===== src/rtl/verilog_cmt_pkg.sv =====
// Shared state encoding and character constants for the comment stripper.
// STRING/STR_ESC exist only when COMMENT_STRIP_STRING_EN is defined.
package verilog_cmt_pkg;

  typedef enum logic [2:0] {
    CODE      = 3'd0,
    SLASH     = 3'd1,
    LINE      = 3'd2,
    BLOCK     = 3'd3,
    BLK_SLASH = 3'd4,
    BLK_STAR  = 3'd5
`ifdef COMMENT_STRIP_STRING_EN
    ,
    STRING    = 3'd6,
    STR_ESC   = 3'd7
`endif
  } state_t;

  localparam logic [7:0] CH_SLASH  = 8'h2F;
  localparam logic [7:0] CH_STAR   = 8'h2A;
  localparam logic [7:0] CH_NL     = 8'h0A;
  localparam logic [7:0] CH_DQUOTE = 8'h22;
  localparam logic [7:0] CH_BSLASH = 8'h5C;

endpackage


===== src/rtl/cmt_out_buf.sv =====
// Output register plus one pending byte; absorbs 0-2 bytes per accepted input.
module cmt_out_buf (
  input  logic       clk,
  input  logic       rst,
  input  logic       i_push,
  input  logic [1:0] i_n,
  input  logic [7:0] i_b0,
  input  logic       i_l0,
  input  logic [7:0] i_b1,
  input  logic       i_l1,
  input  logic       i_out_ready,
  output logic       o_in_ready,
  output logic       o_valid,
  output logic [7:0] o_data,
  output logic       o_last
);

  logic       r_out_v;
  logic [7:0] r_out_d;
  logic       r_out_l;
  logic       r_pend_v;
  logic [7:0] r_pend_d;
  logic       r_pend_l;

  // A push can only happen when the output slot is free or draining this cycle.
  assign o_in_ready = !r_pend_v && (!r_out_v || i_out_ready);
  assign o_valid    = r_out_v;
  assign o_data     = r_out_d;
  assign o_last     = r_out_l;

  always_ff @(posedge clk or posedge rst) begin
    if (rst) begin
      r_out_v  <= 1'b0;
      r_out_d  <= 8'h00;
      r_out_l  <= 1'b0;
      r_pend_v <= 1'b0;
      r_pend_d <= 8'h00;
      r_pend_l <= 1'b0;
    end else if (i_push) begin
      if (i_n != 2'd0) begin
        r_out_v <= 1'b1;
        r_out_d <= i_b0;
        r_out_l <= i_l0;
      end else if (i_out_ready) begin
        r_out_v <= 1'b0;
      end
      if (i_n == 2'd2) begin
        r_pend_v <= 1'b1;
        r_pend_d <= i_b1;
        r_pend_l <= i_l1;
      end
    end else if (r_out_v && i_out_ready) begin
      if (r_pend_v) begin
        r_out_d  <= r_pend_d;
        r_out_l  <= r_pend_l;
        r_pend_v <= 1'b0;
      end else begin
        r_out_v <= 1'b0;
      end
    end
  end

endmodule


===== src/rtl/verilog_comment_stripper.sv =====
// Streaming Verilog comment remover: drops // comments, collapses /* */ to one fill byte.
// Define COMMENT_STRIP_STRING_EN to pass "..." literals through untouched.
module verilog_comment_stripper
  import verilog_cmt_pkg::*;
#(
  parameter int         CNT_W      = 16,
  parameter logic [7:0] BLOCK_FILL = 8'h20
) (
  input  logic             clk,
  input  logic             rst,
  input  logic             in_valid,
  output logic             in_ready,
  input  logic [7:0]       in_data,
  input  logic             in_last,
  output logic             out_valid,
  input  logic             out_ready,
  output logic [7:0]       out_data,
  output logic             out_last,
  output logic             err_nest,
  output logic             err_unterm,
  output logic [CNT_W-1:0] cmt_count
);

  state_t           r_state;
  logic             r_err_nest;
  logic             r_err_unterm;
  logic [CNT_W-1:0] r_cnt;

  state_t     w_next;
  state_t     w_after_code;
  logic [1:0] w_n;
  logic [7:0] w_b0;
  logic [7:0] w_b1;
  logic       w_l0;
  logic       w_l1;
  logic       w_inc;
  logic       w_nest;
  logic       w_unterm;
  logic       w_acc;
  logic       w_in_ready;

  assign w_acc      = in_valid && w_in_ready;
  assign in_ready   = w_in_ready;
  assign err_nest   = r_err_nest;
  assign err_unterm = r_err_unterm;
  assign cmt_count  = r_cnt;

`ifdef COMMENT_STRIP_STRING_EN
  assign w_after_code = (in_data == CH_DQUOTE) ? STRING : CODE;
`else
  assign w_after_code = CODE;
`endif

  always_comb begin
    w_next   = r_state;
    w_n      = 2'd0;
    w_b0     = in_data;
    w_b1     = in_data;
    w_l0     = 1'b0;
    w_l1     = 1'b0;
    w_inc    = 1'b0;
    w_nest   = 1'b0;
    w_unterm = 1'b0;
    case (r_state)
      CODE: begin
        if (in_data == CH_SLASH) begin
          w_next = SLASH;
        end else begin
          w_n    = 2'd1;
          w_next = w_after_code;
        end
      end
      SLASH: begin
        if (in_data == CH_SLASH) begin
          w_next = LINE;
          w_inc  = 1'b1;
        end else if (in_data == CH_STAR) begin
          w_next = BLOCK;
          w_inc  = 1'b1;
        end else begin
          // The held slash goes first, then this byte under CODE rules.
          w_n    = 2'd2;
          w_b0   = CH_SLASH;
          w_next = w_after_code;
        end
      end
      LINE: begin
        if (in_data == CH_NL) begin
          w_n    = 2'd1;
          w_next = CODE;
        end
      end
      BLOCK: begin
        if (in_data == CH_STAR)       w_next = BLK_STAR;
        else if (in_data == CH_SLASH) w_next = BLK_SLASH;
      end
      BLK_SLASH: begin
        if (in_data == CH_STAR) begin
          w_nest = 1'b1;
          w_next = BLK_STAR;
        end else if (in_data != CH_SLASH) begin
          w_next = BLOCK;
        end
      end
      BLK_STAR: begin
        if (in_data == CH_SLASH) begin
          w_n    = 2'd1;
          w_b0   = BLOCK_FILL;
          w_next = CODE;
        end else if (in_data != CH_STAR) begin
          w_next = BLOCK;
        end
      end
`ifdef COMMENT_STRIP_STRING_EN
      STRING: begin
        w_n = 2'd1;
        if (in_data == CH_DQUOTE)       w_next = CODE;
        else if (in_data == CH_BSLASH)  w_next = STR_ESC;
      end
      STR_ESC: begin
        w_n    = 2'd1;
        w_next = STRING;
      end
`endif
      default: w_next = CODE;
    endcase

    // End of file: flush a held slash, or mark the file end with a fill byte.
    if (in_last) begin
      if (w_next == SLASH) begin
        w_n  = 2'd1;
        w_b0 = CH_SLASH;
      end else if (w_n == 2'd0) begin
        w_n  = 2'd1;
        w_b0 = BLOCK_FILL;
      end
      if (w_n == 2'd2) w_l1 = 1'b1;
      else             w_l0 = 1'b1;
      w_unterm = (w_next == BLOCK) || (w_next == BLK_SLASH) || (w_next == BLK_STAR);
      w_next   = CODE;
    end
  end

  always_ff @(posedge clk or posedge rst) begin
    if (rst) begin
      r_state      <= CODE;
      r_err_nest   <= 1'b0;
      r_err_unterm <= 1'b0;
      r_cnt        <= '0;
    end else if (w_acc) begin
      r_state <= w_next;
      if (w_nest)   r_err_nest   <= 1'b1;
      if (w_unterm) r_err_unterm <= 1'b1;
      if (w_inc && !(&r_cnt)) r_cnt <= r_cnt + 1'b1;
    end
  end

  cmt_out_buf u_out_buf (
    .clk         (clk),
    .rst         (rst),
    .i_push      (w_acc),
    .i_n         (w_n),
    .i_b0        (w_b0),
    .i_l0        (w_l0),
    .i_b1        (w_b1),
    .i_l1        (w_l1),
    .i_out_ready (out_ready),
    .o_in_ready  (w_in_ready),
    .o_valid     (out_valid),
    .o_data      (out_data),
    .o_last      (out_last)
  );

endmodule

===== config.mk =====
export PLATFORM = sky130hd
export DESIGN_NAME = verilog_comment_stripper
export DESIGN_NICKNAME = d
export VERILOG_FILES = /design/src/rtl/verilog_cmt_pkg.sv /design/src/rtl/cmt_out_buf.sv /design/src/rtl/verilog_comment_stripper.sv
export SDC_FILE = /design/constraint.sdc
export NUM_CORES = 1
export LEC_CHECK = 0
export ABC_CLOCK_PERIOD_IN_PS = 2380
export BUFFER_PORTS_ARGS = -buffer_cell sky130_fd_sc_hd__buf_2
export CAP_MARGIN = 25
export CORE_MARGIN = 10
export CORE_UTILIZATION = 55
export CTS_BUF_LIST = sky130_fd_sc_hd__clkbuf_8
export CTS_CLUSTER_DIAMETER = 200
export DETAILED_ROUTE_END_ITERATION = 8
export GPL_ROUTABILITY_DRIVEN = 0
export HOLD_SLACK_MARGIN = 0.02
export PLACE_DENSITY_LB_ADDON = 0.08
export SYNTH_ARGS = -nofsm -noshare
export SYNTH_HDL_FRONTEND = slang
export SYNTH_SLANG_ARGS = --single-unit

===== constraint.sdc =====
create_clock -name clk -period 2.38 [get_ports clk]
set_input_delay 0.476 -clock clk [delete_from_list [all_inputs] [get_ports clk]]
set_output_delay 0.476 -clock clk [all_outputs]
set_load 0.005 [all_outputs]

; ---- Word-level counts from Yosys, hierarchy flattened
; Cells that the tools add are included.
[classes]
n_mux = 54
magnitude_cmp = 0
n_addsub = 1
n_div = 0
n_mul = 0
eq_ne = 20
bitwise = 0
reduce_logical = 23
shift = 0
[op_table]
columns = op, count
row1 = 8-bit 2-to-1 mux, 10
row2 = 1-bit 2-to-1 mux, 25
row3 = 3-bit 2-to-1 mux, 8
row4 = 3-bit case mux with 6 select lines, 1
row5 = "16-bit by 1-bit adder with 16-bit output, second input constant", 1
row6 = "8-bit by 6-bit == test with 1-bit output, second input constant", 2
row7 = 2-bit 2-to-1 mux, 8
row8 = "8-bit by 6-bit inequality test with 1-bit output, second input constant", 2
row9 = 8-bit case mux with 2 select lines, 1
row10 = 16-bit AND reduction, 1
row11 = "3-bit == test, second input constant", 4
row12 = 2-bit AND reduction, 5
row13 = "3-bit by 2-bit == test with 1-bit output, second input constant", 3
row14 = "8-bit by 4-bit == test with 1-bit output, second input constant", 1
row15 = 2-bit case mux with 4 select lines, 1
row16 = "3-bit by 1-bit == test with 1-bit output, second input constant", 2
row17 = 3-bit AND reduction, 2
row18 = 2-bit nonzero test, 3
row19 = "2-bit == test, second input constant", 2
row20 = 1-bit logical AND, 4
row21 = "2-bit inequality test, second input constant", 2
row22 = 1-bit zero test, 3
row23 = 3-bit zero test, 1
row24 = 1-bit logical OR, 3
row25 = 3 further kinds, 3
[totals]
ram_bits = 0
romBits = 0
register_bits = 41
latch_bits = 0
out_inout_bits = 29
word_cells = 108
n_memories = 0
in_bits = 13

; ---- Depth between registers and ports, before layout
; Gate-level depths: netlist (run 1).
[logic_depth]
ltp_word = 13
depth_mapped = 8
mapped_depth_nobuf = 6

; ---- By module
; Synthesis (run 1) repeated with hierarchy kept, for this count alone.
[hier_totals]
cells_unflattened = 232
hier_area_um2 = 2424.8
[modules_own_cells]
columns = mod, instances, cells_each, seq_area_each_um2, area_each_um2
row1 = verilog_comment_stripper, 1, 171, 525.5, 1522.7
row2 = cmt_out_buf, 1, 61, 500.5, 902.1

; ---- Worst setup path after synthesis (run 1)
; Ideal clock, no wire load.
[synth_timing]
path_kind = input to register
start = input in_data[4]
end = register u_out_buf.r_out_d[5], in the netlist u_out_buf.o_data[5]
t_arrival_ns = 2.126
slack_ns = 0.130
cell_stages = 6
cell_sequence = or3_1 o41a_1 nor3b_4 a211oi_4 a21oi_1 mux2_2
[synth_via]
elab_chain_cells = 12
elab_cells_between_ends = 40
[synth_rtl]
columns = element, line_no
row1 = from (decl), verilog_comment_stripper.sv:13  ; input logic [7:0] in_data,
row2 = 8-bit by 6-bit == test with 1-bit output, "verilog_comment_stripper.sv:77, verilog_comment_stripper.sv:94, verilog_comment_stripper.sv:98"
row3 = 2-bit 2-to-1 mux, verilog_comment_stripper.sv:77  ; end else if (in_data == CH_STAR) begin
row4 = 2-bit 2-to-1 mux, verilog_comment_stripper.sv:74  ; if (in_data == CH_SLASH) begin
row5 = 2-bit case mux with 4 select lines, verilog_comment_stripper.sv:64  ; case (r_state)
row6 = 2-bit zero test, verilog_comment_stripper.sv:133  ; end else if (w_n == 2'd0) begin
row7 = 2-bit 2-to-1 mux, verilog_comment_stripper.sv:133
row8 = 2-bit 2-to-1 mux, verilog_comment_stripper.sv:130  ; if (w_next == SLASH) begin
row9 = 2-bit 2-to-1 mux (2 in series), verilog_comment_stripper.sv:129  ; if (in_last) begin
row10 = 2-bit nonzero test, cmt_out_buf.sv:40  ; if (i_n != 2'd0) begin
row11 = 2-bit inequality test (no line), --
row12 = 3-bit AND reduction (no line), --
row13 = to (signal assigned), cmt_out_buf.sv:42  ; r_out_d <= i_b0;
row14 = to (signal assigned), cmt_out_buf.sv:54  ; r_out_d <= r_pend_d;
row15 = to (decl), cmt_out_buf.sv:19  ; logic [7:0] r_out_d;
; Several ways; a longest one is shown, not always the timed one. The select of a mux whose other input is x is not followed.
; A chain may end at the register's enable or synchronous reset.

; ---- Worst setup path in the final report (run 1)
[layout_timing]
start = register r_state[0]
end = register u_out_buf.r_out_d[5], in the netlist u_out_buf.o_data[5]
[layout_via]
elab_chain_cells = 10
elab_cells_between_ends = 30
[layout_rtl]
columns = element, line_no
row1 = from (decl), verilog_comment_stripper.sv:24  ; state_t r_state;
row2 = from (signal assigned), verilog_comment_stripper.sv:151  ; r_state <= w_next;
row3 = "3-bit 2-to-1 mux, or another cell as far along", verilog_comment_stripper.sv:110  ; end else if (in_data != CH_STAR) begin
row4 = "3-bit 2-to-1 mux, or another cell as far along", verilog_comment_stripper.sv:106  ; if (in_data == CH_SLASH) begin
row5 = 3-bit case mux with 6 select lines / 2-bit zero test (equally long branches), "verilog_comment_stripper.sv:64, verilog_comment_stripper.sv:133"
row6 = 3-bit by 1-bit == test with 1-bit output / 2-bit 2-to-1 mux (equally long branches), "verilog_comment_stripper.sv:130, verilog_comment_stripper.sv:133"
row7 = 2-bit 2-to-1 mux, verilog_comment_stripper.sv:130
row8 = 2-bit 2-to-1 mux (2 in series), verilog_comment_stripper.sv:129
row9 = 2-bit nonzero test, cmt_out_buf.sv:40
row10 = 2-bit inequality test (no line), --
row11 = 3-bit AND reduction (no line), --
; Several ways; a longest one is shown, not always the timed one. The select of a mux whose other input is x is not followed.

==> metrics, run 1 <==
status completed; syn_nets 232; synth unique cells 56; # DRC 0; # diodes 0; clock transition at the registers of the reported paths 80 ps; Critical R2R Launch r_state[0]; DR WL/cell 16.20 µm; Adder-Cell Fraction of Synth Area 0.005444; RR Endpoint u_out_buf.o_data[5]; Synth Flop Type dfrtp_1; Critical Path End Type flop; Post-Syn Instances 218; setup TNS 0 ps; Die ar. 0.007165 mm²; Post-synth top cells dfrtp_1, nand2_1, nor2_1, xnor2_1, mux2_2; fraction of the mapped netlist area in compound gates 0.1747; Via-to-Cell Ratio 5.744; Final #Nets 295; Max Clk Rate 453.7 MHz; max-slew violations 0; Final Hold Fails 0; Die X 84.65 µm; GR Util All Layers 0.1529; Final min period 2204 ps; largest family of logic cells by synthesized area simple AND/OR/NAND/NOR gates; largest net degree at the start of global routing 42; VDD IR max 0.3110 mV; Synth top area share 0.4464; Worst path max stage delay 420 ps; FFs w/ async S/R, synth 1.000; average size of a mapped cell 10.54 µm²; hpwl dp 4.153 mm; RSZ-0062 raised after global routing false; CP Data Required Time 2560 ps; I/O Pins 42; core area 0.004029 mm²; Top Family by Delay on Critical Path compound AO/OA/AOI/OAI gates; Die Height 84.65 µm; Hold Slack 289.5 ps; Slew @ Worst Pin 487.3 ps; Longest Clk Path Bufs 2; GRT overflow 0; Ys Warns 0; Seq/Total Area, Yosys 0.4464; Buf/Inv on CP 0; count of flip-flops with a built-in enable after synthesis 0; area leader, netlist dfrtp_1; Worst Hold Class in -> async; layout cell share with drive strength beyond 1 0.3475; root buffer cell clkbuf_8; Setup violations, final 0; CTS tree yes; IO Port Bufs 41; Slew HR 0.6729; mux cell area share after synthesis 0.07784; CP max-delay cell dfrtp_1; area grow syn2layout 22.75%; CP Cell Sequence or3b_1 -> o41a_1 -> nor3b_4 -> a211oi_4 -> a21oi_1 -> mux2_2; max-cap violations 0; simple logic cell fraction of the synthesized area 0.2090; H-Tree Depth 2; period utilization 0.9261; synthesized area 0.002298 mm²; 1st-iter DRT viols 95; Placement Rows 23; drt total wl 5.378 mm; first-pass GRT wire length 9.225 mm; Critical Path AT 2380 ps; CTS sink cnt 41; Num CTS Buffers 5; Setup CP Type reg -> reg; PD cells 636.7 mW/mm²; Reg2Reg Setup Slack 180 ps; largest cells by area after synthesis dfrtp_1, mux2_2, xnor2_1; FF-to-FF path depth 6; crit start category flop; top-count cell post-synth dfrtp_1; Clk Latency, worst-skew pair 290 ps; critical path fanouts, max 4; Fin Clk Skew 7.062 ps; Via Count 1907; Hold-fix buffers, CTS 0; P_leak 1.330 nW; Resized Gates After CTS 0; starting density of the core 0.5705; vias in the first global route 2031; Pre-antenna DRT Iters 5; post-CTS setup buffer count 0; Yosys reg bits 41; initial antenna violation count 0; ANT nets after route 0; XOR/XNOR share of the synthesized area 0.05716
==> power by group <==
group / leakage [nW] / switching [W] / internal [W]
combinational: 0.736 / 0.000145 / 0.000179
clock: 0.0574 / 0.000238 / 0.000341
sequential: 0.536 / 0.0000673 / 0.000826
==> area by class of cell <==
cell class	instances	area [µm²]
fill	324	1207
multi-input combinational	161	1205
timing repair buffer	64	377.9
clock inverter	2	37.54
inverter	8	30.03
sequential	41	1026
clock buffer	6	82.58
tap	50	62.56
==> cell usage in the layout, fill, tap and decap left out, drive strengths merged, types with 2 or more instances in the layout <==
| master | Yosys | routed |
|---|---|---|
| clkbuf | 3 | 6 |
| nor2b | 2 | 2 |
| and3 | 4 | 4 |
| a22o | 4 | 4 |
| a21oi | 9 | 9 |
| mux2 | 15 | 15 |
| a211oi | 2 | 2 |
| a21o | 2 | 2 |
| a31o | 2 | 2 |
| o2bb2ai | 4 | 4 |
| inv | 8 | 8 |
| nand2 | 14 | 14 |
| nor2 | 15 | 15 |
| dfrtp | 41 | 41 |
| xnor2 | 14 | 14 |
| nor3 | 9 | 9 |
| nand3 | 9 | 9 |
| and4 | 2 | 2 |
| o22ai | 4 | 4 |
| nor3b | 2 | 2 |
| and2 | 4 | 4 |
| a32oi | 2 | 2 |
| nand4 | 5 | 5 |
| a31oi | 4 | 4 |
| nand2b | 6 | 6 |
| buf | 5 | 64 |
| a2111oi | 2 | 2 |
| o21ai | 7 | 7 |
==> cell families after synthesis <==
kind of cell,after synthesis
AO/OA/AOI/OAI,48
adder cells (fa/ha/maj),1
flip-flops,41
multiplexers,16
buffers and inverters,16
AND/OR/NAND/NOR,81
XOR/XNOR,15
==> routing by layer <==
layer / global-route usage / vias to the layer above / wire length [µm]
li1: - / 920 / -
met1: 0.1611 / 927 / 2132
met2: 0.2814 / 50 / 2845
met3: 0.04638 / 10 / 327
met4: 0.04940 / 0 / 72
met5: 0 / - / 0
==> how the worst max path moves through the flow <==
stage | depth (start not counted) | to | start | slack [ps]
2_1_floorplan | 6 | u_out_buf.o_data[5] | in_data[4] | 130
3_3_place_gp | 7 | u_out_buf.o_data[5] | in_data[4] | 20
3_5_place_dp | 7 | u_out_buf.o_data[5] | in_data[4] | -20
4_1_cts | 6 | u_out_buf.o_data[5] | r_state[0] | 180
5_1_grt | 6 | u_out_buf.o_data[5] | r_state[0] | 90
6_report | 6 | u_out_buf.o_data[5] | r_state[0] | 180
==> sequential cells by signal, indices dropped and copies added, names as in the netlist <==
signal / cells
u_out_buf.r_pend_v: 1
u_out_buf.o_last: 1
r_state: 3
u_out_buf.o_data: 8
err_nest: 1
u_out_buf.o_valid: 1
cmt_count: 16
u_out_buf.r_pend_l: 1
u_out_buf.r_pend_d: 8
err_unterm: 1
==> per-stage QoR <==
stage                     total power (W)  setup WS (ps)  cells  cell area, µm²    util
final                            0.001796          176.0    332            2821  0.7003
after detailed placement         0.001237         -22.67    324            2701  0.6705
after CTS                        0.001824          179.6    332            2821  0.7003
after global placement           0.001220          15.92    324            2701  0.6705
after floorplan                  0.001087          129.7    218            2298       -
after global routing             0.001895          88.51    332            2821  0.7003
==> worst register-to-register path: stages, from the launching register on <==
cell	delay [ps]
dfrtp_1	420
or3b_1	410
o41a_1	400
nor3b_4	170
a211oi_4	310
a21oi_1	110
mux2_2	270
(Power assumes the default switching activity.)
==> run 2: changes to the inputs <==
--- a/config.mk
+++ b/config.mk
@@ -8,8 +8,10 @@
 export ABC_CLOCK_PERIOD_IN_PS = 2380
 export BUFFER_PORTS_ARGS = -buffer_cell sky130_fd_sc_hd__buf_2
 export CAP_MARGIN = 25
+export CELL_PAD_IN_SITES_DETAIL_PLACEMENT = 0
+export CELL_PAD_IN_SITES_GLOBAL_PLACEMENT = 1
 export CORE_MARGIN = 10
-export CORE_UTILIZATION = 55
+export CORE_UTILIZATION = 45
 export CTS_BUF_LIST = sky130_fd_sc_hd__clkbuf_8
 export CTS_CLUSTER_DIAMETER = 200
 export DETAILED_ROUTE_END_ITERATION = 8
==> run 2 against run 1 <==
Net effect:
- first-iteration DRC count decreased by 6.3%
- sequential share of layout area decreased by 1.1 points
- combinational power grew 1%
- largest cell class unchanged
==> metrics, run 2 (same netlist as run 1, synthesis figures left out) <==
max reg flops 16 (unchanged); # diodes 0 (unchanged); I/O Pins 42 (unchanged); Longest Clk Path Bufs 2 (unchanged); VDD IR max 0.4176 mV (was 0.3110 mV); Layout Cells excl Fill 358 (was 332); vias in the first global route 2012 (was 2031); Final #Nets 304 (was 295); 1st-iter DRT viols 89 (was 95); Critical Path AT 2400 ps (was 2380 ps); H-Tree Depth 2 (unchanged); Setup CP Type reg -> reg (unchanged); largest net degree at the start of global routing 42 (unchanged); GR Util All Layers 0.1336 (was 0.1529); critical path fanouts, max 7 (was 4); CP Data Required Time 2570 ps (was 2560 ps); # DRC 0 (unchanged); post-CTS setup buffer count 0 (unchanged); Via Count 1884 (was 1907); Final Hold Fails 0 (unchanged); Num CTS Buffers 5 (unchanged); Placement Rows 25 (was 23); max-cap violations 0 (unchanged); Worst path max stage delay 460 ps (was 420 ps); CTS tree yes (unchanged); setup TNS 0 ps (unchanged); Hold-fix buffers, CTS 0 (unchanged); RSZ-0062 raised after global routing false (unchanged); crit start category flop (unchanged); dpl ws -115.4 ps (was -22.67 ps); hpwl dp 4.285 mm (was 4.153 mm); core area 0.004848 mm² (was 0.004029 mm²); cell count after placement 350 (was 324); sequential power share 0.497 (about the same); Max Clk Rate 453.7 MHz (about the same); DR WL/cell 15.16 µm (was 16.20 µm); Int Power 0.001325 W (was 0.001346 W); initial antenna violation count 0 (unchanged); Worst Hold Class in -> async (unchanged); Slew HR 0.6694 (was 0.6729); Final min period 2204 ps (about the same); period utilization 0.9260 (was 0.9261); Clk Latency, worst-skew pair 300 ps (was 290 ps); GRT overflow 0 (unchanged); most frequent cells in the layout dfrtp_1, buf_2, buf_4 (unchanged); Die Height 91.47 µm (was 84.65 µm); CP max-delay cell dfrtp_1 (unchanged); Combinational Power Share 0.182 (was 0.180); status completed (unchanged); P_leak 1.371 nW (was 1.330 nW); Die ar. 0.008367 mm² (was 0.007165 mm²); ANT nets after route 0 (unchanged); Die X 91.47 µm (was 84.65 µm); Setup violations, final 0 (unchanged); root buffer cell clkbuf_8 (unchanged); CTS sink cnt 41 (unchanged); IO Port Bufs 41 (unchanged); max-slew violations 0 (unchanged); total power 0.001800 W (was 0.001796 W); switching fraction of total power 0.2637 (was 0.2507); PD cells 619.2 mW/mm² (was 636.7 mW/mm²); Top Family by Delay on Critical Path compound AO/OA/AOI/OAI gates (unchanged); clock power share 0.321 (was 0.322); area grow syn2layout 26.46% (was 22.75%); CP Cell Sequence or3b_1 -> o41a_1 -> nor3b_4 -> a211oi_4 -> a21oi_1 -> mux2_2 (unchanged); Slew @ Worst Pin 495.9 ps (was 487.3 ps); Pre-antenna DRT Iters 4 (was 5); Critical Path End Type flop (unchanged); starting density of the core 0.4741 (was 0.5705); layout cell share with drive strength beyond 1 0.3677 (was 0.3475); final setup margin 176.1 ps (was 176.0 ps); clock transition at the registers of the reported paths 80 ps (about the same); first-pass GRT wire length 9.439 mm (was 9.225 mm); Buf/Inv on CP 0 (unchanged); Psw 0.0004745 W (was 0.0004503 W); Via-to-Cell Ratio 5.263 (was 5.744); Fin Clk Skew 4.699 ps (was 7.062 ps); drt total wl 5.426 mm (was 5.378 mm); number of fillers in the final layout 423 (was 324)
## run 2: cell types whose count changed in the layout (fill, tap and decap cells not counted)
| cell | delta |
|---|---|
| a2111oi_1 | +1 |
| clkbuf_8 | -1 |
| clkinv_4 | +1 |
| a2111oi_0 | -1 |
| buf_4 | +9 |
## run 2: routing by layer
metal | GRT usage | share of wire | vias up
met5 | 0 | 0 | -
met4 | 0.04569 | 0.013 | 0
met3 | 0.04198 | 0.053 | 9
met2 | 0.2210 | 0.48 | 42
met1 | 0.1595 | 0.45 | 891
li1 | - | - | 942
## run 2: repair_timing
action	in CTS	in global routing
gates resized for setup	0	1
endpoints found under the hold margin	0	0
setup endpoints to repair	0	1
## run 2: path summary, 6_finish.rpt
check / from / to / slack (ps) / cells after the start
hold reg to reg: err_unterm / err_unterm / 470 / 1
hold / removal: rst / u_out_buf.o_data[4] / 280 / 3
setup / recovery: r_state[1] / u_out_buf.o_data[5] / 180 / 6
min in group clk: err_unterm / err_unterm / 470 / 1
max in group asynchronous: rst / err_unterm / 1750 / 3
setup reg to reg: r_state[1] / u_out_buf.o_data[5] / 180 / 6
## run 2: power groups by stage
stage	Sequential [W]	Clock, W	Combinational [W]
2_1_floorplan	0.000897	0	0.000190
3_3_place_gp	0.000906	0	0.000329
3_5_place_dp	0.000910	0	0.000337
4_1_cts	0.000896	0.000588	0.000337
5_1_grt	0.000910	0.000616	0.000369
6_report	0.000894	0.000578	0.000328
## run 2: area by class of cell
cell class,count,area [µm²],area share
sequential,41,1026,0.3530
clock buffer,5,68.82,0.02368
clock inverter,3,46.29,0.01593
inverter,8,30.03,0.01033
multi-input combinational,161,1206,0.4150
timing repair buffer,73,445.4,0.1532
tap,67,83.83,0.02884
## run 2: stage by stage
stage,hold slack (ps),util,area (µm²)
after detailed placement,456.0,0.5755,2790
final,283.9,0.5995,2907
after CTS,299.7,0.5992,2905
after global routing,354.2,0.5995,2907
after global placement,445.8,0.5755,2790
after floorplan,460.2,-,2298
## run 2: worst min-delay path, stage by stage
cell	delay (ps)
buf_2	90
inv_1	40
buf_4	420
==> run 3: changes to the inputs <==
--- a/config.mk
+++ b/config.mk
@@ -5,15 +5,15 @@
 export SDC_FILE = /design/constraint.sdc
 export NUM_CORES = 1
 export LEC_CHECK = 0
+export ABC_AREA = 1
 export ABC_CLOCK_PERIOD_IN_PS = 2380
 export BUFFER_PORTS_ARGS = -buffer_cell sky130_fd_sc_hd__buf_2
 export CAP_MARGIN = 25
 export CELL_PAD_IN_SITES_DETAIL_PLACEMENT = 0
 export CELL_PAD_IN_SITES_GLOBAL_PLACEMENT = 1
 export CORE_MARGIN = 10
-export CORE_UTILIZATION = 45
+export CORE_UTILIZATION = 43
 export CTS_BUF_LIST = sky130_fd_sc_hd__clkbuf_8
-export CTS_CLUSTER_DIAMETER = 200
 export DETAILED_ROUTE_END_ITERATION = 8
 export GPL_ROUTABILITY_DRIVEN = 0
 export HOLD_SLACK_MARGIN = 0.02
==> run 3 against run 2 <==
Net effect:
- clock power decreased by 5.7%
- non-clock buffer count down 27
- largest cell class unchanged
- combinational power down 8.8%
- wire length grew 5.8%
- highest routed layer unchanged
- sequential power decreased by 5.3%
- critical path type unchanged
==> metrics, run 3 <==
status completed (unchanged); met2 global-route usage 0.1926 (was 0.2210); IO Port Bufs 41 (unchanged); CP Data Required Time 2560 ps (was 2570 ps); VDD IR max 0.3082 mV (was 0.4176 mV); RSZ-0062 raised after global routing false (unchanged); root buffer cell clkbuf_8 (unchanged); synthesized area 0.002451 mm² (was 0.002298 mm²); Final #Nets 363 (was 304); core area 0.005507 mm² (was 0.004848 mm²); Pre-antenna DRT Iters 4 (unchanged); Clk Latency, worst-skew pair 290 ps (was 300 ps); Critical Path AT 1920 ps (was 2400 ps); drt total wl 5.738 mm (was 5.426 mm); ANT nets after route 0 (unchanged); XOR/XNOR share of the synthesized area 0.05003 (was 0.05716); Resized Gates After CTS 0 (unchanged); Yosys reg bits 41 (unchanged); Final Hold Fails 0 (unchanged); Synth top area share 0.4186 (was 0.4464); CTS sink cnt 41 (unchanged); Max Clk Rate 573.9 MHz (was 453.7 MHz); Num CTS Buffers 5 (unchanged); Setup violations, final 0 (unchanged); DR WL/cell 13.63 µm (was 15.16 µm); top-count cell post-synth nand2_1 (was dfrtp_1); syn_nets 317 (was 232); P_leak 1.418 nW (was 1.371 nW); period utilization 0.7321 (was 0.9260); Ys Warns 0 (unchanged); Critical Path End Type flop (unchanged); crit start category flop (unchanged); total power 0.001692 W (was 0.001800 W); mux cell area share after synthesis 0 (was 0.07784); Adder-Cell Fraction of Synth Area 0.005105 (was 0.005444); area leader, netlist dfrtp_1 (unchanged); initial antenna violation count 0 (unchanged); synth unique cells 37 (was 56); clock transition at the registers of the reported paths 80 ps (about the same); hpwl dp 4.444 mm (was 4.285 mm); largest cells by area after synthesis dfrtp_1, nand2_1, nand3_1 (was dfrtp_1, mux2_2, xnor2_1); Placement Rows 27 (was 25); Die X 95.50 µm (was 91.47 µm); CTS tree yes (unchanged); largest net degree at the start of global routing 42 (unchanged); Final min period 1742 ps (was 2204 ps); grt peak-use layer met2 (unchanged); area grow syn2layout 15.57% (was 26.46%); critical path fanouts, max 15 (was 7); 1st-iter DRT viols 89 (unchanged); Fin Clk Skew 6.905 ps (was 4.699 ps); I/O Pins 42 (unchanged); Post-Syn Instances 303 (was 218); FFs w/ async S/R, synth 1.000 (unchanged); simple logic cell fraction of the synthesized area 0.3543 (was 0.2090); Die Height 95.50 µm (was 91.47 µm); Slew HR 0.6460 (was 0.6694); max-slew violations 0 (unchanged); Longest Clk Path Bufs 2 (unchanged); layout cell share with drive strength beyond 1 0.2808 (was 0.3677); Seq/Total Area, Yosys 0.4186 (was 0.4464); # diodes 0 (unchanged); Post-synth top cells nand2_1, dfrtp_1, nand3_1, inv_1, nor2_1 (was dfrtp_1, nand2_1, nor2_1, xnor2_1, mux2_2); Hold Slack 318.1 ps (was 283.9 ps); Die ar. 0.009120 mm² (was 0.008367 mm²); cell count after placement 414 (was 350); met3 usage 0.03378 (was 0.04198); Worst Hold Class in -> async (unchanged); largest family of logic cells by synthesized area simple AND/OR/NAND/NOR gates (unchanged); vias in the first global route 1989 (was 2012); Hold-fix buffers, CTS 0 (unchanged); first-pass GRT wire length 9.749 mm (was 9.439 mm); most frequent cells in the layout nand2_1, dfrtp_1, buf_2 (was dfrtp_1, buf_2, buf_4); Via-to-Cell Ratio 4.922 (was 5.263); Slew @ Worst Pin 531.1 ps (was 495.9 ps); # DRC 0 (unchanged); count of flip-flops with a built-in enable after synthesis 0 (unchanged); Setup CP Type reg -> reg (unchanged); starting density of the core 0.4451 (was 0.4741); GRT overflow 0 (unchanged); number of fillers in the final layout 553 (was 423); max reg flops 16 (unchanged); H-Tree Depth 2 (unchanged); setup TNS 0 ps (unchanged); commonest non-fill, non-tap cell in the layout nand2_1; average size of a mapped cell 8.089 µm² (was 10.54 µm²); GR Util All Layers 0.1323 (was 0.1336); post-CTS setup buffer count 0 (unchanged); met1 GRT Util 0.1898 (was 0.1595); Layout Cells excl Fill 421 (was 358); Synth Flop Type dfrtp_1 (unchanged); max-cap violations 0 (unchanged); Via Count 2072 (was 1884); fraction of the mapped netlist area in compound gates 0.1006 (was 0.1747); PD cells 597.2 mW/mm² (was 619.2 mW/mm²)
run 3: routing by layer:
| layer | vias to the layer above | routed length, µm |
|---|---|---|
| met2 | 32 | 2530 |
| met5 | - | 0 |
| met1 | 954 | 2863 |
| met4 | 0 | 40 |
| li1 | 1082 | - |
| met3 | 4 | 304 |
run 3: cell type report:
| class | count | area, µm² | share of cell area |
|---|---|---|---|
| multi-input combinational | 223 | 1250 | 0.4413 |
| sequential | 41 | 1026 | 0.3622 |
| timing repair buffer | 46 | 242.7 | 0.08569 |
| inverter | 32 | 120.1 | 0.04240 |
| tap | 72 | 90.09 | 0.03180 |
| clock buffer | 5 | 68.82 | 0.02429 |
| clock inverter | 2 | 35.03 | 0.01237 |
run 3: metrics by stage:
stage,util,instance area [µm²],worst slack [ps]
2_1_floorplan,-,2451,803.2
3_3_place_gp,0.4956,2729,488.6
3_5_place_dp,0.4956,2729,473.8
4_1_cts,0.5144,2833,621.8
5_1_grt,0.5144,2833,480.1
6_report,0.5144,2833,637.5
run 3: worst paths after layout:
kind	startpoint	slack (ps)	to	cells past startpoint
worst max-delay path	cmt_count[1]	640	cmt_count[7]	8
min in group clk	in_data[6]	460	u_out_buf.r_pend_d[6]	3
max in group asynchronous	rst	1700	u_out_buf.r_pend_d[5]	3
worst min register to register	err_nest	470	err_nest	2
worst max register to register	cmt_count[1]	640	cmt_count[7]	8
worst min-delay path	rst	320	cmt_count[11]	3
run 3: worst max-delay path, stage by stage (launching register included):
cell,delay [ps]
dfrtp_1,420
ha_1,220
and3_1,250
nand2_2,110
nor2_2,50
nor2_4,170
nand2_4,170
o21ai_0,190
nand2_1,60
run 3: cells by family after synthesis:
group                    Yosys count
AO/OA/AOI/OAI                     41
XOR/XNOR                          14
adder cells (fa/ha/maj)            1
buffers and inverters             39
flip-flops                        41
AND/OR/NAND/NOR                  167
run 3: where the power goes:
part	total [W]	switching [W]	internal, W
combinational	0.000299	0.000159	0.000140
sequential	0.000847	0.0000511	0.000796
clock	0.000545	0.000240	0.000305
total	0.00169	0.000451	0.00124
